### src/rtl/snes_dejitter_ctrl.sv
// Line-timing and lock controller for the SNES dejitter GCLK gate.
// Optional statistics counters are enabled by defining DEJITTER_STATS_EN.
module snes_dejitter_ctrl #(
   parameter int NOM_LEN    = 1364,
   parameter int SHORT_LEN  = 1360,
   parameter int MIN_LEN    = 1024,
   parameter int GATE_CYC   = 4,
   parameter int LOCK_LINES = 8,
   parameter int ERR_MAX    = 3
) (
   input  logic        CLK_i,
   input  logic        RST_i,
   input  logic        CSYNC_i,
   input  logic        EN_i,
   output logic        GCLK_EN_o,
   output logic        CSYNC_o,
   output logic        LOCKED_o,
   output logic [10:0] LINE_LEN_o,
   output logic        SHORT_LINE_o
`ifdef DEJITTER_STATS_EN
   ,
   output logic [15:0] SHORT_CNT_o,
   output logic [7:0]  UNLOCK_CNT_o
`endif
);

   localparam logic [1:0] ST_UNLOCK = 2'd0;
   localparam logic [1:0] ST_ACQ    = 2'd1;
   localparam logic [1:0] ST_LOCK   = 2'd2;

   logic [10:0] h_cnt_q, h_cnt_d;
   logic        csync_prev_q;
   logic [2:0]  gate_cnt_q, gate_cnt_d;
   logic [1:0]  state_q, state_d;
   logic [3:0]  good_cnt_q, good_cnt_d;
   logic [2:0]  err_cnt_q, err_cnt_d;
   logic        gclk_en_q;
   logic        csync_q, csync_d;
   logic        locked_q;
   logic [10:0] line_len_q, line_len_d;
   logic        short_q;

   logic [11:0] line_len_w;
   logic        edge_w, is_nom_w, is_short_w, is_good_w, timeout_w, trigger_w;

   assign line_len_w = {1'b0, h_cnt_q} + 12'd1;
   // Falling edges before MIN_LEN are equalization/serration pulses, not line starts.
   assign edge_w     = csync_prev_q & ~CSYNC_i & (h_cnt_q >= 11'(MIN_LEN));
   assign is_nom_w   = (line_len_w == 12'(NOM_LEN));
   assign is_short_w = (line_len_w == 12'(SHORT_LEN));
   assign is_good_w  = is_nom_w | is_short_w;
   assign timeout_w  = ~edge_w & (h_cnt_q == 11'd2046);
   assign trigger_w  = edge_w & is_short_w & (state_q == ST_LOCK) & EN_i;

   always_comb begin
      state_d    = state_q;
      good_cnt_d = good_cnt_q;
      err_cnt_d  = err_cnt_q;
      case (state_q)
         ST_UNLOCK: begin
            if (edge_w) begin
               state_d    = ST_ACQ;
               good_cnt_d = 4'd0;
            end
         end
         ST_ACQ: begin
            if (edge_w) begin
               if (is_good_w) begin
                  good_cnt_d = good_cnt_q + 4'd1;
                  if (good_cnt_q + 4'd1 == 4'(LOCK_LINES)) begin
                     state_d   = ST_LOCK;
                     err_cnt_d = 3'd0;
                  end
               end else begin
                  state_d = ST_UNLOCK;
               end
            end else if (timeout_w) begin
               state_d = ST_UNLOCK;
            end
         end
         ST_LOCK: begin
            if (edge_w) begin
               if (is_good_w) begin
                  err_cnt_d = 3'd0;
               end else begin
                  err_cnt_d = err_cnt_q + 3'd1;
                  if (err_cnt_q + 3'd1 == 3'(ERR_MAX)) state_d = ST_UNLOCK;
               end
            end else if (timeout_w) begin
               state_d = ST_UNLOCK;
            end
         end
         default: state_d = ST_UNLOCK;
      endcase
   end

   always_comb begin
      h_cnt_d = h_cnt_q;
      if (edge_w) h_cnt_d = 11'd0;
      else if (h_cnt_q != 11'd2047) h_cnt_d = h_cnt_q + 11'd1;

      gate_cnt_d = gate_cnt_q;
      if (trigger_w) gate_cnt_d = 3'(GATE_CYC);
      else if (gate_cnt_q != 3'd0) gate_cnt_d = gate_cnt_q - 3'd1;

      // Regenerated sync freezes while the window runs, delaying its falling edge.
      csync_d = csync_q;
      if (!trigger_w && gate_cnt_q <= 3'd1) csync_d = CSYNC_i;

      line_len_d = edge_w ? line_len_w[10:0] : line_len_q;
   end

   always_ff @(posedge CLK_i) begin
      if (RST_i) begin
         h_cnt_q      <= 11'd0;
         csync_prev_q <= 1'b1;
         gate_cnt_q   <= 3'd0;
         state_q      <= ST_UNLOCK;
         good_cnt_q   <= 4'd0;
         err_cnt_q    <= 3'd0;
         gclk_en_q    <= 1'b1;
         csync_q      <= 1'b1;
         locked_q     <= 1'b0;
         line_len_q   <= 11'd0;
         short_q      <= 1'b0;
      end else begin
         h_cnt_q      <= h_cnt_d;
         csync_prev_q <= CSYNC_i;
         gate_cnt_q   <= gate_cnt_d;
         state_q      <= state_d;
         good_cnt_q   <= good_cnt_d;
         err_cnt_q    <= err_cnt_d;
         gclk_en_q    <= (gate_cnt_d == 3'd0);
         csync_q      <= csync_d;
         locked_q     <= (state_d == ST_LOCK);
         line_len_q   <= line_len_d;
         short_q      <= edge_w & is_short_w;
      end
   end

   assign GCLK_EN_o    = gclk_en_q;
   assign CSYNC_o      = csync_q;
   assign LOCKED_o     = locked_q;
   assign LINE_LEN_o   = line_len_q;
   assign SHORT_LINE_o = short_q;

`ifdef DEJITTER_STATS_EN
   logic [15:0] short_cnt_q;
   logic [7:0]  unlock_cnt_q;

   always_ff @(posedge CLK_i) begin
      if (RST_i) begin
         short_cnt_q  <= 16'd0;
         unlock_cnt_q <= 8'd0;
      end else begin
         if (trigger_w && short_cnt_q != 16'hFFFF) short_cnt_q <= short_cnt_q + 16'd1;
         if (state_q == ST_LOCK && state_d == ST_UNLOCK && unlock_cnt_q != 8'hFF)
            unlock_cnt_q <= unlock_cnt_q + 8'd1;
      end
   end

   assign SHORT_CNT_o  = short_cnt_q;
   assign UNLOCK_CNT_o = unlock_cnt_q;
`endif

endmodule

### config.mk
export PLATFORM = sky130hd
export DESIGN_NAME = snes_dejitter_ctrl
export DESIGN_NICKNAME = d
export VERILOG_FILES = /design/src/rtl/snes_dejitter_ctrl.sv
export SDC_FILE = /design/constraint.sdc
export NUM_CORES = 1
export LEC_CHECK = 0
export CAP_MARGIN = 30
export CORE_MARGIN = 10
export CORE_UTILIZATION = 50
export DETAILED_ROUTE_END_ITERATION = 8
export PLACE_DENSITY = 0.74
export SYNTH_ARGS = -nofsm -noshare
export SYNTH_HDL_FRONTEND = slang
export SYNTH_SLANG_ARGS = --single-unit
### constraint.sdc
create_clock -name CLK_i -period 2.35 [get_ports CLK_i]
set_input_delay 0.3525 -clock CLK_i [delete_from_list [all_inputs] [get_ports CLK_i]]
set_output_delay 0.3525 -clock CLK_i [all_outputs]
set_load 0.02 [all_outputs]
==> results of run 1 <==
## registers in the layout (all words and copies together) (netlist names)
register      flops
CSYNC_o           1
GCLK_EN_o         1
LINE_LEN_o       11
LOCKED_o          1
SHORT_LINE_o      1
csync_prev_q      1
err_cnt_q         3
gate_cnt_q        3
good_cnt_q        4
h_cnt_q          11
state_q           2
## worst max-delay path: cells and delay by family (launching register included)
| kind | cells | cell delay [ns] |
|---|---|---|
| AOI/OAI and AO/OA | 3 | 0.71 |
| and+or+nand+nor | 3 | 0.92 |
| buffers and inverters | 1 | 0.16 |
| DFF | 1 | 0.39 |
## power by group
part	total, mW	switching [mW]	internal, mW	leakage [nW]
sequential	0.715	0.0228	0.692	0.316
combinational	0.210	0.117	0.0930	0.411
clock	0.658	0.234	0.424	0.0654
total	1.58	0.373	1.21	0.792
## area by class of cell
class,instances,area (µm²),area share
inverters,10,37.54,0.01629
well taps,48,60.06,0.02606
repair buffers,28,255.2,0.1107
clock inverters,2,60.06,0.02606
multi-input cells,158,1039,0.4506
clock buffers,6,72.57,0.03149
flip-flops and latches,39,780.7,0.3388
## metal layers
metal / global-route usage / wire length, µm / vias up / share of wire
met4: 0.05017 / 84 / 0 / 0.020
li1: - / - / 824 / -
met3: 0.03930 / 303 / 9 / 0.074
met5: 0 / 0 / - / 0
met1: 0.1630 / 1888 / 723 / 0.46
met2: 0.2164 / 1830 / 44 / 0.45
## cells in the final DEF, fill, tap and decap left out, drive strengths merged, types with 4 or more instances in the layout
cell type      instances
ha                    10
nor3                   6
xnor2                  9
nor2                  31
nand3b                 4
clkdlybuf4s50         18
inv                   10
a211oi                10
clkbuf                 6
xor2                   5
nand3                 12
nand2                 12
a21oi                 16
dfxtp                 39
buf                   10
o21ai                  4
## per-stage QoR
stage	hold slack (ns)	area, µm²
after floorplan	0.4591	1893
after global placement	0.4754	2165
after detailed placement	0.4851	2165
after CTS	0.5009	2297
after global routing	0.5242	2305
final	0.4977	2305
## worst max path at each step
stage                                to  slack, ns  depth (start not counted)
after floorplan           good_cnt_q[2]       0.16                          8
after global routing      good_cnt_q[2]     -0.008                          7
after detailed placement  good_cnt_q[2]       0.09                          7
after CTS                 good_cnt_q[2]       0.09                          7
final                     good_cnt_q[2]       0.11                          7
after global placement    good_cnt_q[2]       0.16                          5
## cells by family (layout without fill, tap and decap cells)
kind of cell | Yosys count | count (layout) | synth area share
AO/OA/AOI/OAI | 52 | 52 | 0.2003
AND/OR/NAND/NOR | 82 | 82 | 0.2108
XOR/XNOR | 14 | 14 | 0.06477
adder cells (fa/ha/maj) | 10 | 10 | 0.06609
buffers and inverters | 21 | 46 | 0.04561
flip-flops | 39 | 39 | 0.4124
==> run metrics, run 1 <==
status=completed; IO Count=19; Slowest-stage cell, CP=or4_1; Final period util=0.9520; Final Hold Fails=0; Die Wd=81.53 µm; area of the core=3661 µm²; post-synth top area share=0.4124; CTS sink cnt=39; Ys Warns=0; hold wc startpoint=LINE_LEN_o[3]; Seq/Total Area, Yosys=0.4124; CTS tree=done; Detailed Routing Iterations Pass 1=4; vias in the first global route=1600; power per cell area=686.6 nW/µm²; synthesized area=1893 µm²; die area=6647 µm²; Routed wire per std cell=14.11 µm; EDFF count, synth=0; final core occ=0.6295; Placed Cells=283; ys async rst share=0; LEAKAGE=0.7924 nW; routability cong.=0.9436; Resized cells post-CTS=0; Total Power=1.582 mW; min Tclk post-route=2.237 ns; critical path endpoint category=flop; Clock Skews=0.002416 ns; crit-path cells=buf_4 -> and4_1 -> o2111ai_1 -> a211oi_2 -> nand3_4 -> or4_1 -> a21oi_1; Avg Cell Area, Syn=8.684 µm²; ANT cells=0; H-tree lvl count=2; Slew HR=0.7229; root buf cell=clkbuf_8; WP data arrival=2.46 ns; R2R Path End=good_cnt_q[2]; Post-Layout Cell Count=291; vias=1600; global-route wire length before repair=7141 µm; syn_nets=232; CTS Buf Count=5; top post-synthesis cells by area=dfxtp_1 (41%), ha_1 (6.6%), nor2_1 (6.1%); Yosys cell types=38; Remaining DRCs=0; Final WS setup=0.1129 ns; WHS Endpoint=LINE_LEN_o[3]; # rows=22; clock-pin slew on the worst setup and hold paths=0.08 ns; largest net degree at the start of global routing=26; grt ovf=0; Synth Flop Type=dfxtp_1; HP Class=flop to flop; Tightest Pin Transition=0.4146 ns; Setup Crit Path Kind=flop to flop; cts hold-fix bufs=0; max_cap viols=0; Max Freq=447.0 MHz; Critical Path Start=h_cnt_q[1]; starting density of the core=0.5171; Vias/cell=5.498; DR iter-0 viols=143; I/O Buffers=18; Routed Antenna Nets=0; r2r setup slk=0.11 ns; Worst EP required=2.58 ns; Hold Path Depth=2; area delta synth->final=21.74%; worst vdd ir=542.1 µV; Finish-stage setup viols=0; worst-skew pair later-pin latency=0.29 ns; #FFs+latches synth=39; CP Launch Type=flop; pre-CTS setup slack=0.09280 ns; Routed WL=4106 µm; initial antenna violation count=0; fill cell count=303; Synth Instances=218; Post-DP HPWL=2930 µm; die height=81.53 µm; Setup TNS Final=0 ns; Max FO, Critical Path=8; Final nets=256; max incr delay on CP=0.51 ns; Max Transition Viols Final=0; Worst Reg-to-Reg Cells=7; leading post-synthesis cells by instance count=dfxtp_1 (39), nor2_1 (31), a21oi_1 (16), nand2_1 (12), nand3_1 (11); share of layout cells above drive strength 1=0.09465; CTS max path bufs=2; Critical R2R Launch=h_cnt_q[1]; most frequent cell after synthesis=dfxtp_1; top cell type by total area after synthesis=dfxtp_1; Total Routing Usage GR=0.1334; Post-CTS Setup Repair Bufs=0
No activity file was read; power rests on OpenSTA's default activity.
==> inputs of run 2 (changes only) <==
--- a/config.mk
+++ b/config.mk
@@ -10,6 +10,7 @@
 export CORE_UTILIZATION = 50
 export DETAILED_ROUTE_END_ITERATION = 8
 export PLACE_DENSITY = 0.74
+export SETUP_SLACK_MARGIN = 0.3
 export SYNTH_ARGS = -nofsm -noshare
 export SYNTH_HDL_FRONTEND = slang
 export SYNTH_SLANG_ARGS = --single-unit
==> run metrics, run 2 (same netlist as run 1, synthesis figures left out) <==
Worst Reg-to-Reg Cells=6; WHS Endpoint=CSYNC_o; Max FO, Critical Path=8; R2R Path End=good_cnt_q[2]; Total Power=1.485 mW; I/O Buffers=18; Final period util=0.9051; vias in the first global route=1497; Routed wire per std cell=15.93 µm; Hold Path Depth=1; Max Transition Viols Final=0; most frequent cells in the layout=dfxtp_1 (33), nor2_1 (29), clkdlybuf4s50_1 (18); DR iter-0 viols=112; Final nets=261; max incr delay on CP=0.54 ns; area delta synth->final=27.83%; pre-CTS setup slack=0.1551 ns; critical path endpoint category=flop; CTS tree=done; Routed Antenna Nets=0; Worst Path Buf+Inv=0; IO Count=19; Post-DP HPWL=2866 µm; die area=6647 µm²; CP Launch Type=flop; WHS=0.4918 ns; HP Class=flop to flop; Die Wd=81.53 µm; die height=81.53 µm; worst vdd ir=401.5 µV; grt ovf=0; crit-path cells=and4_4 -> o2111ai_1 -> a211oi_4 -> nand3_4 -> or4_4 -> a21oi_2; max_cap viols=0; # rows=22; area of the core=3661 µm²; Clock Skews=0.01204 ns; Routed WL=4716 µm; Slew HR=0.6811; CTS max path bufs=2; Total Routing Usage GR=0.1418; global-route wire length before repair=7362 µm; Tightest Pin Transition=0.4769 ns; fin area=2420 µm²; vias=1693; Finish-stage setup viols=0; power per cell area=613.9 nW/µm²; Setup TNS Final=0 ns; unrepaired setup endpoints after global routing=true; hold wc startpoint=CSYNC_o; initial antenna violation count=0; clock-pin slew on the worst setup and hold paths=0.08 ns; Slowest-stage cell, CP=or4_4; WP data arrival=2.36 ns; routability cong.=0.9015; fill cell count=299; worst-skew pair later-pin latency=0.30 ns; r2r setup slk=0.22 ns; Final Hold Fails=0; Critical R2R Launch=h_cnt_q[3]; Placed Area=2140 µm²; Remaining DRCs=0; CTS sink cnt=39; most common cell after layout, fill and taps aside=dfxtp_1; ANT cells=0; root buf cell=clkbuf_8; largest net degree at the start of global routing=19; Setup Crit Path Kind=flop to flop; CTS Buf Count=5; Worst EP required=2.58 ns; Vias/cell=5.720; H-tree lvl count=2; LEAKAGE=0.8158 nW; min Tclk post-route=2.127 ns; starting density of the core=0.5171; Max Freq=470.1 MHz; Final WS setup=0.2230 ns; Worst path top cell family by delay=simple AND/OR/NAND/NOR gates; status=completed; share of layout cells above drive strength 1=0.1855; Detailed Routing Iterations Pass 1=4
## run 2: layout make-up
type	count	area, µm²	area share
multi-input cells	158	1124	0.4643
clock inverters	3	43.79	0.01810
flip-flops and latches	39	793.3	0.3278
clock buffers	5	68.82	0.02844
inverters	10	37.54	0.01551
well taps	48	60.06	0.02482
repair buffers	33	292.8	0.1210
## run 2: stage by stage
| step | utilization | instances |
|---|---|---|
| after CTS | 0.6370 | 294 |
| after global routing | 0.6610 | 296 |
| after detailed placement | 0.5844 | 279 |
| final | 0.6610 | 296 |
| after floorplan | - | 218 |
| after global placement | 0.5844 | 279 |
## run 2: how the worst max path moves through the flow
stage	from	to	slack [ns]	cells past startpoint
after floorplan	h_cnt_q[1]	good_cnt_q[2]	0.31	8
after global placement	h_cnt_q[0]	good_cnt_q[2]	0.21	7
after detailed placement	h_cnt_q[0]	good_cnt_q[2]	0.16	7
after CTS	h_cnt_q[0]	good_cnt_q[2]	0.31	7
after global routing	h_cnt_q[0]	good_cnt_q[2]	0.16	7
final	h_cnt_q[3]	good_cnt_q[2]	0.22	6
## run 2: what timing repair did
item,in CTS,in global routing
pin swaps,3,9
setup buffers,7,2
gates resized for setup,6,18
setup endpoints to repair,13,16
hold buffers,0,0
## run 2: routing by layer
layer | GRT usage | share of wire | routed length, µm
met1 | 0.1811 | 0.44 | 2095
met2 | 0.2077 | 0.45 | 2145
met3 | 0.04585 | 0.072 | 338
met4 | 0.07439 | 0.029 | 136
met5 | 0 | 0 | 0
## run 2: power breakdown
| group | leakage [nW] | total, mW | switching [mW] | internal [mW] |
|---|---|---|---|---|
| Sequential | 0.319 | 0.717 | 0.0248 | 0.692 |
| Combinational | 0.439 | 0.210 | 0.113 | 0.0970 |
| Clock | 0.0581 | 0.559 | 0.243 | 0.316 |
